--- src/rtl/lin_pkg.sv ---
// Shared LIN definitions: framed byte width, idle bus value, resolver state encoding
// and the unconditional-frame PIDs carried by slave responses.
package lin_pkg;

    localparam int LIN_BYTE_W = 10;
    localparam logic [LIN_BYTE_W-1:0] LIN_RECESSIVE = {LIN_BYTE_W{1'b1}};

    typedef enum logic {
        ST_IDLE    = 1'b0,
        ST_RESOLVE = 1'b1
    } state_t;

    localparam logic [5:0] UNCOND_FRAME1 = 6'h25;
    localparam logic [5:0] UNCOND_FRAME2 = 6'h26;

endpackage

--- src/rtl/lin_prio_enc.sv ---
// Lowest-set-bit encoder: reports whether any request bit is set and the index of the lowest one.
module lin_prio_enc #(
    parameter int N  = 4,
    parameter int IW = $clog2(N)
) (
    input  logic [N-1:0]  req,
    output logic          found,
    output logic [IW-1:0] idx
);

    // Scan downward so the lowest set bit is the last one written.
    always_comb begin
        found = 1'b0;
        idx   = '0;
        for (int i = N - 1; i >= 0; i--) begin
            if (req[i]) begin
                found = 1'b1;
                idx   = IW'(i);
            end
        end
    end

endmodule

--- src/rtl/evt_trig_collision_resolver.sv ---
// LIN event-triggered frame responder: publishes pending slave responses, detects
// multi-responder collisions and serves the colliding slaves on master resolution slots.
//
// state      | meaning
// ST_IDLE    | answering event-triggered headers from the pending set
// ST_RESOLVE | serving resolve_mask lowest-index first, one slave per sched_req
module evt_trig_collision_resolver
    import lin_pkg::*;
#(
    parameter int NUM_SLAVES = 4,
    parameter int BYTE_W     = LIN_BYTE_W,
    parameter int IDX_W      = $clog2(NUM_SLAVES)
) (
    input  logic                         clk,
    input  logic                         reset,
    input  logic                         evt_req,
    input  logic                         sched_req,
    input  logic [NUM_SLAVES-1:0]        updated,
    input  logic [NUM_SLAVES*BYTE_W-1:0] data_bytes,
    output logic [BYTE_W-1:0]            data_published,
    output logic                         pub_valid,
    output logic                         collision_det,
    output logic                         resolving,
    output logic [IDX_W-1:0]             serve_idx,
    output logic                         evt_busy
);

    state_t                  state;
    logic [NUM_SLAVES-1:0]   pending;
    logic [NUM_SLAVES-1:0]   resolve_mask;
    logic                    drop_pub;

    logic [NUM_SLAVES-1:0]   enc_in;
    logic                    enc_found;
    logic [IDX_W-1:0]        enc_idx;
    logic [NUM_SLAVES-1:0]   sel_onehot;
    logic [NUM_SLAVES-1:0]   mask_next;
    logic [NUM_SLAVES-1:0]   pend_clr;

    logic [BYTE_W-1:0]       slv_byte [NUM_SLAVES];
    logic [BYTE_W-1:0]       and_acc  [NUM_SLAVES+1];
    logic [NUM_SLAVES:0]     seen;
    logic [NUM_SLAVES:0]     multi;

    // One encoder serves both states: pending while idle, the frozen collision set while resolving.
    assign enc_in = (state == ST_RESOLVE) ? resolve_mask : pending;

    lin_prio_enc #(
        .N  (NUM_SLAVES),
        .IW (IDX_W)
    ) u_prio_enc (
        .req   (enc_in),
        .found (enc_found),
        .idx   (enc_idx)
    );

    assign and_acc[0] = {BYTE_W{1'b1}};
    assign seen[0]    = 1'b0;
    assign multi[0]   = 1'b0;

    // Wired-AND of pending bytes and a saturating 0/1/many count of pending slaves.
    for (genvar gi = 0; gi < NUM_SLAVES; gi++) begin : g_slave
        assign slv_byte[gi]    = data_bytes[gi*BYTE_W +: BYTE_W];
        assign and_acc[gi+1]   = pending[gi] ? (and_acc[gi] & slv_byte[gi]) : and_acc[gi];
        assign seen[gi+1]      = seen[gi] | pending[gi];
        assign multi[gi+1]     = multi[gi] | (seen[gi] & pending[gi]);
        assign sel_onehot[gi]  = (enc_idx == IDX_W'(gi));
    end

    assign mask_next = resolve_mask & ~sel_onehot;

    always_comb begin
        pend_clr = '0;
        if (state == ST_IDLE && evt_req && enc_found) begin
            pend_clr = multi[NUM_SLAVES] ? pending : sel_onehot;
        end
    end

    always_ff @(posedge clk) begin
        if (reset) begin
            state          <= ST_IDLE;
            pending        <= '0;
            resolve_mask   <= '0;
            drop_pub       <= 1'b0;
            data_published <= {BYTE_W{1'b1}};
            pub_valid      <= 1'b0;
            collision_det  <= 1'b0;
            resolving      <= 1'b0;
            serve_idx      <= '0;
            evt_busy       <= 1'b0;
        end else begin
            // A fresh update outranks the serve-clear of the same cycle.
            pending       <= (pending & ~pend_clr) | updated;
            pub_valid     <= 1'b0;
            collision_det <= 1'b0;
            evt_busy      <= 1'b0;
            drop_pub      <= 1'b0;
            if (drop_pub) begin
                data_published <= {BYTE_W{1'b1}};
            end
            case (state)
                ST_IDLE: begin
                    if (evt_req) begin
                        if (!enc_found) begin
                            data_published <= {BYTE_W{1'b1}};
                        end else if (!multi[NUM_SLAVES]) begin
                            data_published <= slv_byte[enc_idx];
                            pub_valid      <= 1'b1;
                            serve_idx      <= enc_idx;
                        end else begin
                            data_published <= and_acc[NUM_SLAVES];
                            pub_valid      <= 1'b1;
                            collision_det  <= 1'b1;
                            serve_idx      <= enc_idx;
                            resolve_mask   <= pending;
                            resolving      <= 1'b1;
                            state          <= ST_RESOLVE;
                        end
                    end
                end
                ST_RESOLVE: begin
                    evt_busy <= evt_req;
                    if (sched_req && enc_found) begin
                        data_published <= slv_byte[enc_idx];
                        pub_valid      <= 1'b1;
                        serve_idx      <= enc_idx;
                        resolve_mask   <= mask_next;
                        if (mask_next == '0) begin
                            resolving <= 1'b0;
                            drop_pub  <= 1'b1;
                            state     <= ST_IDLE;
                        end
                    end
                end
            endcase
        end
    end

endmodule

--- config.mk ---
export PLATFORM = sky130hd
export DESIGN_NAME = evt_trig_collision_resolver
export DESIGN_NICKNAME = d
export VERILOG_FILES = /design/src/rtl/lin_pkg.sv /design/src/rtl/lin_prio_enc.sv /design/src/rtl/evt_trig_collision_resolver.sv
export SDC_FILE = /design/constraint.sdc
export NUM_CORES = 1
export LEC_CHECK = 0
export BUFFER_PORTS_ARGS = -buffer_cell sky130_fd_sc_hd__buf_2
export CORE_ASPECT_RATIO = 0.75
export CORE_MARGIN = 2
export CORE_UTILIZATION = 51
export CTS_BUF_LIST = sky130_fd_sc_hd__clkbuf_16
export DETAILED_ROUTE_END_ITERATION = 6
export GPL_ROUTABILITY_DRIVEN = 0
export PLACE_DENSITY = 0.8
export SYNTH_ARGS = -nofsm -noshare
export SYNTH_HDL_FRONTEND = slang
export SYNTH_HIERARCHICAL = 1
export SYNTH_SLANG_ARGS = --single-unit
--- constraint.sdc ---
create_clock -name clk -period 2.95 [get_ports clk]
set_input_delay 0.59 -clock clk [delete_from_list [all_inputs] [get_ports clk]]
set_output_delay 0.59 -clock clk [all_outputs]
set_load 0.1 [all_outputs]
==> results of run 1 <==
[layout by cell type, fill, tap and decap left out, drive strengths merged, types with 10 or more instances in the layout]
| master | count |
|---|---|
| nor2b | 32 |
| nand3 | 10 |
| mux2i | 20 |
| nor3 | 17 |
| nor2 | 12 |
| o311ai | 10 |
| nand2 | 10 |
| buf | 72 |
| a2111oi | 10 |
| dfxtp | 26 |
| inv | 12 |
| o221ai | 10 |
[worst max-delay path by stage]
| stage | startpoint | to | slack, ps | depth (start not counted) |
|---|---|---|---|---|
| 2_1_floorplan | state | state | 390 | 9 |
| 3_3_place_gp | state | state | 500 | 7 |
| 3_5_place_dp | state | state | 420 | 7 |
| 4_1_cts | state | state | 410 | 7 |
| 5_1_grt | state | state | 260 | 7 |
| 6_report | state | state | 380 | 7 |
[cells by family after synthesis]
| family | synth area share [%] |
|---|---|
| and+or+nand+nor | 24.9 |
| AOI/OAI and AO/OA | 28.8 |
| buffers and inverters | 7.95 |
| DFF | 26.0 |
| muxes | 12.3 |
[sequential cells by signal, indices dropped and copies added (netlist names)]
register,cells
collision_det,1
data_published,10
drop_pub,1
evt_busy,1
pending,4
pub_valid,1
resolve_mask,4
resolving,1
serve_idx,2
state,1
[layout make-up]
class / instances / area [µm²]
fill: 337 / 1290
timing repair buffer: 72 / 383
multi-input combinational: 187 / 1330
inverter: 12 / 45.0
tap: 52 / 65.1
sequential: 26 / 520
clock buffer: 3 / 75.1
[where the power goes]
part	internal (mW)	total, mW	leakage [nW]	switching (mW)
clock	0.180	0.299	0.0370	0.119
combinational	0.209	0.681	0.723	0.472
sequential	0.394	0.439	0.214	0.0450
total	0.782	1.42	0.973	0.637
[worst reg2reg max path, delay by kind of cell, from the launching register on]
kind / cells / cell delay (ps)
flops: 1 / 470
compound gates: 4 / 1080
simple gates: 2 / 510
mux: 1 / 380
[synthesized netlist by cell type (all sizes together)]
| cell | count | area [µm²] |
|---|---|---|
| nand3b | 1 | 20.0 |
| mux2i | 20 | 200 |
| or3 | 2 | 12.5 |
| or2 | 1 | 6.26 |
| a31oi | 4 | 25.0 |
| dfxtp | 26 | 521 |
| and2 | 1 | 6.26 |
| o311ai | 10 | 87.6 |
| inv | 12 | 45.0 |
| o31ai | 9 | 67.6 |
| o211ai | 1 | 7.51 |
| buf | 5 | 53.8 |
| nand3 | 10 | 50.1 |
| or2b | 1 | 8.76 |
| nor2b | 32 | 200 |
| nand2b | 3 | 18.8 |
| a211oi | 6 | 45.0 |
| a2111oi | 10 | 87.6 |
| o21ba | 1 | 10.0 |
| clkbuf | 16 | 60.1 |
| o22ai | 1 | 6.26 |
| a21o | 1 | 7.51 |
| a21oi | 5 | 28.8 |
| a221oi | 1 | 15.0 |
| o21ai | 1 | 5.00 |
| a22oi | 9 | 67.6 |
| nor2 | 12 | 45.0 |
| o31a | 1 | 8.76 |
| nor3 | 17 | 85.1 |
| a211o | 1 | 10.0 |
| o221ai | 10 | 87.6 |
| mux2 | 4 | 45.0 |
| nand2 | 10 | 37.5 |
| a221o | 1 | 10.0 |
| or4 | 1 | 7.51 |
[metal layers]
metal | vias up | track usage, % | routed length (µm)
met5 | - | 0 | 0
li1 | 1048 | - | -
met2 | 101 | 41.7 | 2550
met3 | 4 | 4.36 | 544
met1 | 969 | 36.1 | 2490
met4 | 0 | 3.64 | 39
[stage by stage]
stage	total power, mW	util, %
after floorplan	0.980	-
after global placement	1.12	63.1
after detailed placement	1.12	63.1
after CTS	1.42	65.1
after global routing	1.48	65.1
final	1.42	65.1
==> results.yml, run 1 <==
detailed_routing:
  drtIter0Drc: 204
  wire_per_inst_um: 16.0
  vias: 2122
  drt_wl_total_mm: 5.62
  antenna_left: 0
  first_pass_iters: 4
  drcViolationCount: 0
  post_drt_via_cell_ratio: 6.03
setup_path:
  rrSetupSlack_ps: 380
  path_cells: "mux2_2, nand2b_1, a21oi_2, or2b_2, o31a_1, a221oi_2, o22ai_1"
  rr_startpoint: "state"
  rr_endpoint: "state"
  crit_buf_inv: 0
  required_ps: 3080
  crit_arrival_ps: 2700
  start_kind: "register"
  r2r_cells: 7
  critPathMaxStageDelay_ps: 470
  cp-end-kind: "register"
  cpLargestDelayFamily: "compound AO/OA/AOI/OAI gates"
  crit_fanout: 9
  worstSetupPathType: "reg -> reg"
  slowest_stage: "dfxtp_1"
final_layout:
  area_delta_synth_final_pct: 20.7
  design_area_um2: 2410
  fin_cells: 352
  fin_nets: 350
  drive_gt1_share_pct: 28.3
  diodes: 0
logic_synthesis:
  yosysSeqAreaShare_pct: 26.0
  syn_avg_cell_area_um2: 8.13
  syn_area_um2: 2000
  syn-num-nets: 294
  synth-seq-cells: 26
  ys_types: 38
  synth_warnings: 6
  netlist_instances: 246
global_route:
  grt_pass1_vias: 1954
  grt-ovfl-total: 0
  grtUsageTotal_pct: 25.4
  antenna_found_initial: 0
  grt_start_max_net_pins: 31
  grt_first_pass_wirelength_mm: 9.23
timing:
  worst_clock_skew_ps: 2.75
  period_share_pct: 87.0
  rsz0062_at_grt: "no"
  tns_ps: 0
  worst_slack_ps: 382
  fin_hold_ws_ps: 462
  post-route-min-period_ps: 2570
  setup_violations: 0
  tightestPinTransition_ps: 908
  hold_viol: 0
  slew_headroom_pct: 39.4
  slew_viol_final: 0
  clock.fmax_ghz: 0.389
clocking:
  cts_sinks: 26
  path_clk_slew_ps: 60
  worst_skew_pair.late_latency_ps: 260
  cts_max_level: 1
  postCtsHoldBufs: 0
  ctsResizeCount: 0
  clock_path_buffers: 2
  cts_buffers: 3
  root_buffer: "clkbuf_16"
  cts_tree: "done"
  postCtsSetupRepairBufs: 0
worst_hold_path:
  hold_start: "serve_idx[1]"
  hp-class: "reg -> reg"
  whs_endpoint: "serve_idx[1]"
  min_path_cells: 2
die:
  placementRows: 19
  die_y_um: 58.2
  fp.dieW_um: 76.3
  num_io_pins: 64
  start_util_pct: 53.9
  dieArea_um2: 4440
  core-area_um2: 3710
place:
  dp_slack_ps: 417
  placed_area_um2: 2340
  dp.cells: 349
  hpwl_mm: 4.08
  numPortBuffers: 63
power_and_ir_drop:
  total_leakage_power_nw: 0.973
  vdd_ir_drop_max_mv: 0.360
  power_density_nw_per_um2: 588
job:
  maxCapViolCount: 0
outcome:
  status: "complete, no violations"
(Power assumes the default switching activity.)
==> run 2: changes to the inputs <==
--- a/config.mk
+++ b/config.mk
@@ -8,11 +8,11 @@
 export BUFFER_PORTS_ARGS = -buffer_cell sky130_fd_sc_hd__buf_2
 export CORE_ASPECT_RATIO = 0.75
 export CORE_MARGIN = 2
-export CORE_UTILIZATION = 51
+export CORE_UTILIZATION = 55
 export CTS_BUF_LIST = sky130_fd_sc_hd__clkbuf_16
 export DETAILED_ROUTE_END_ITERATION = 6
 export GPL_ROUTABILITY_DRIVEN = 0
-export PLACE_DENSITY = 0.8
+export PLACE_DENSITY = 0.85
 export SYNTH_ARGS = -nofsm -noshare
 export SYNTH_HDL_FRONTEND = slang
 export SYNTH_HIERARCHICAL = 1
==> constraint.sdc (replaced) <==
create_clock -name clk -period 3.2 [get_ports clk]
set_input_delay 0.64 -clock clk [delete_from_list [all_inputs] [get_ports clk]]
set_output_delay 0.64 -clock clk [all_outputs]
set_load 0.1 [all_outputs]
==> results.yml, run 2 (synthesized netlist as in run 1, its figures left out) <==
final_layout:
  largest_reg_flops: 10
  area_delta_synth_final_pct: 21.1
  top_register: "data_published"
  drive_gt1_share_pct: 28.3
  diodes: 0
  top_regs: "data_published x10, pending x4, resolve_mask x4"
  final_cell_mix: "63 x buf_2, 32 x nor2b_1, 26 x dfxtp_1"
  fin_cells: 340
  layout_commonest_cell: "buf_2"
  post-route-util_pct: 71.7
  fin_nets: 349
timing:
  setup_violations: 0
  clock.fmax_ghz: 0.352
  period_share_pct: 88.7
  post-route-min-period_ps: 2840
  tightestPinTransition_ps: 982
  tns_ps: 0
  hold_viol: 0
  worst_clock_skew_ps: 5.52
  fin_hold_ws_ps: 468
  rsz0062_at_grt: "no"
  worst_slack_ps: 363
  slew_headroom_pct: 34.4
  slew_viol_final: 0
detailed_routing:
  drtIter0Drc: 221
  vias: 2227
  post_drt_via_cell_ratio: 6.55
  antenna_left: 0
  drt_wl_total_mm: 6.02
  wire_per_inst_um: 17.7
  drcViolationCount: 0
  first_pass_iters: 5
die:
  fp.dieW_um: 73.6
  die_y_um: 56.2
  start_util_pct: 59.2
  core-area_um2: 3380
  num_io_pins: 64
  dieArea_um2: 4140
  placementRows: 18
setup_path:
  cp-end-kind: "register"
  rr_endpoint: "resolving"
  rrSetupSlack_ps: 360
  r2r_cells: 7
  crit_fanout: 16
  start_kind: "register"
  crit_arrival_ps: 2950
  rr_startpoint: "state"
  worstSetupPathType: "reg -> reg"
  required_ps: 3310
place:
  numPortBuffers: 63
  dp.cells: 336
  hpwl_mm: 4.17
  dp_slack_ps: 488
power_and_ir_drop:
  vdd_ir_drop_max_mv: 0.362
  total_leakage_power_nw: 0.981
  power_density_nw_per_um2: 580
worst_hold_path:
  min_path_cells: 2
  hold_start: "serve_idx[1]"
  whs_endpoint: "serve_idx[1]"
  hp-class: "reg -> reg"
clocking:
  root_buffer: "clkbuf_16"
  ctsResizeCount: 0
  clock_path_buffers: 2
  path_clk_slew_ps: 70
  postCtsSetupRepairBufs: 0
  cts_tree: "done"
  cts_buffers: 3
  cts_max_level: 1
  worst_skew_pair.late_latency_ps: 260
  cts_sinks: 26
  postCtsHoldBufs: 0
job:
  maxCapViolCount: 0
global_route:
  grtUsageTotal_pct: 28.9
  grt_pass1_vias: 2023
  grt_first_pass_wirelength_mm: 9.51
  antenna_found_initial: 0
  grt_start_max_net_pins: 31
  grt-ovfl-total: 0
outcome:
  status: "complete, no violations"
[run 2: changes by cell type in the layout (fill, tap and decap cells not counted), sizes merged]
cell    change
buf         -1
bufinv      +1
[run 2: per-stage QoR]
stage                     cell area (µm²)  power [mW]
after global placement               2320        1.02
after CTS                            2420        1.40
after floorplan                      2000       0.903
after global routing                 2420        1.46
final                                2420        1.40
after detailed placement             2320        1.03
[run 2: worst max path at each step]
stage / start / end / slack, ps / depth (start not counted)
floorplan: state / state / 640 / 9
global placement: state / resolving / 560 / 7
detailed placement: state / resolving / 490 / 7
CTS: state / resolving / 360 / 7
global route: state / resolving / 150 / 7
finish: state / resolving / 360 / 7
[run 2: routing by layer]
| layer | GRT usage (%) | wire, µm | vias up |
|---|---|---|---|
| met5 | 0 | 0 | - |
| met4 | 10.6 | 141 | 0 |
| met3 | 4.71 | 447 | 15 |
| met2 | 44.9 | 2760 | 112 |
| met1 | 39.7 | 2660 | 1052 |
| li1 | - | - | 1048 |
[run 2: power breakdown]
part           internal (mW)  leakage [nW]  switching (mW)
clock                  0.249        0.0511           0.115
combinational          0.190         0.716           0.437
sequential             0.363         0.214          0.0509
total                  0.802         0.981           0.603
[run 2: cell type report]
type                            instances  area, µm²
Multi-Input combinational cell        187       1330
Fill cell                             287        957
Sequential cell                        26        520
Timing Repair Buffer                   71        375
Clock buffer                            3       75.1
Tap cell                               40       50.0
Inverter                               12       45.0
Clock inverter                          1       30.0
[run 2: critical path: stages (launching register included)]
cell and delay [ps]:
dfxtp_1 670, mux2_2 420, nand2b_1 180, a21oi_2 340
or2b_2 360, o31a_1 260, a221oi_2 330, a211oi_1 130
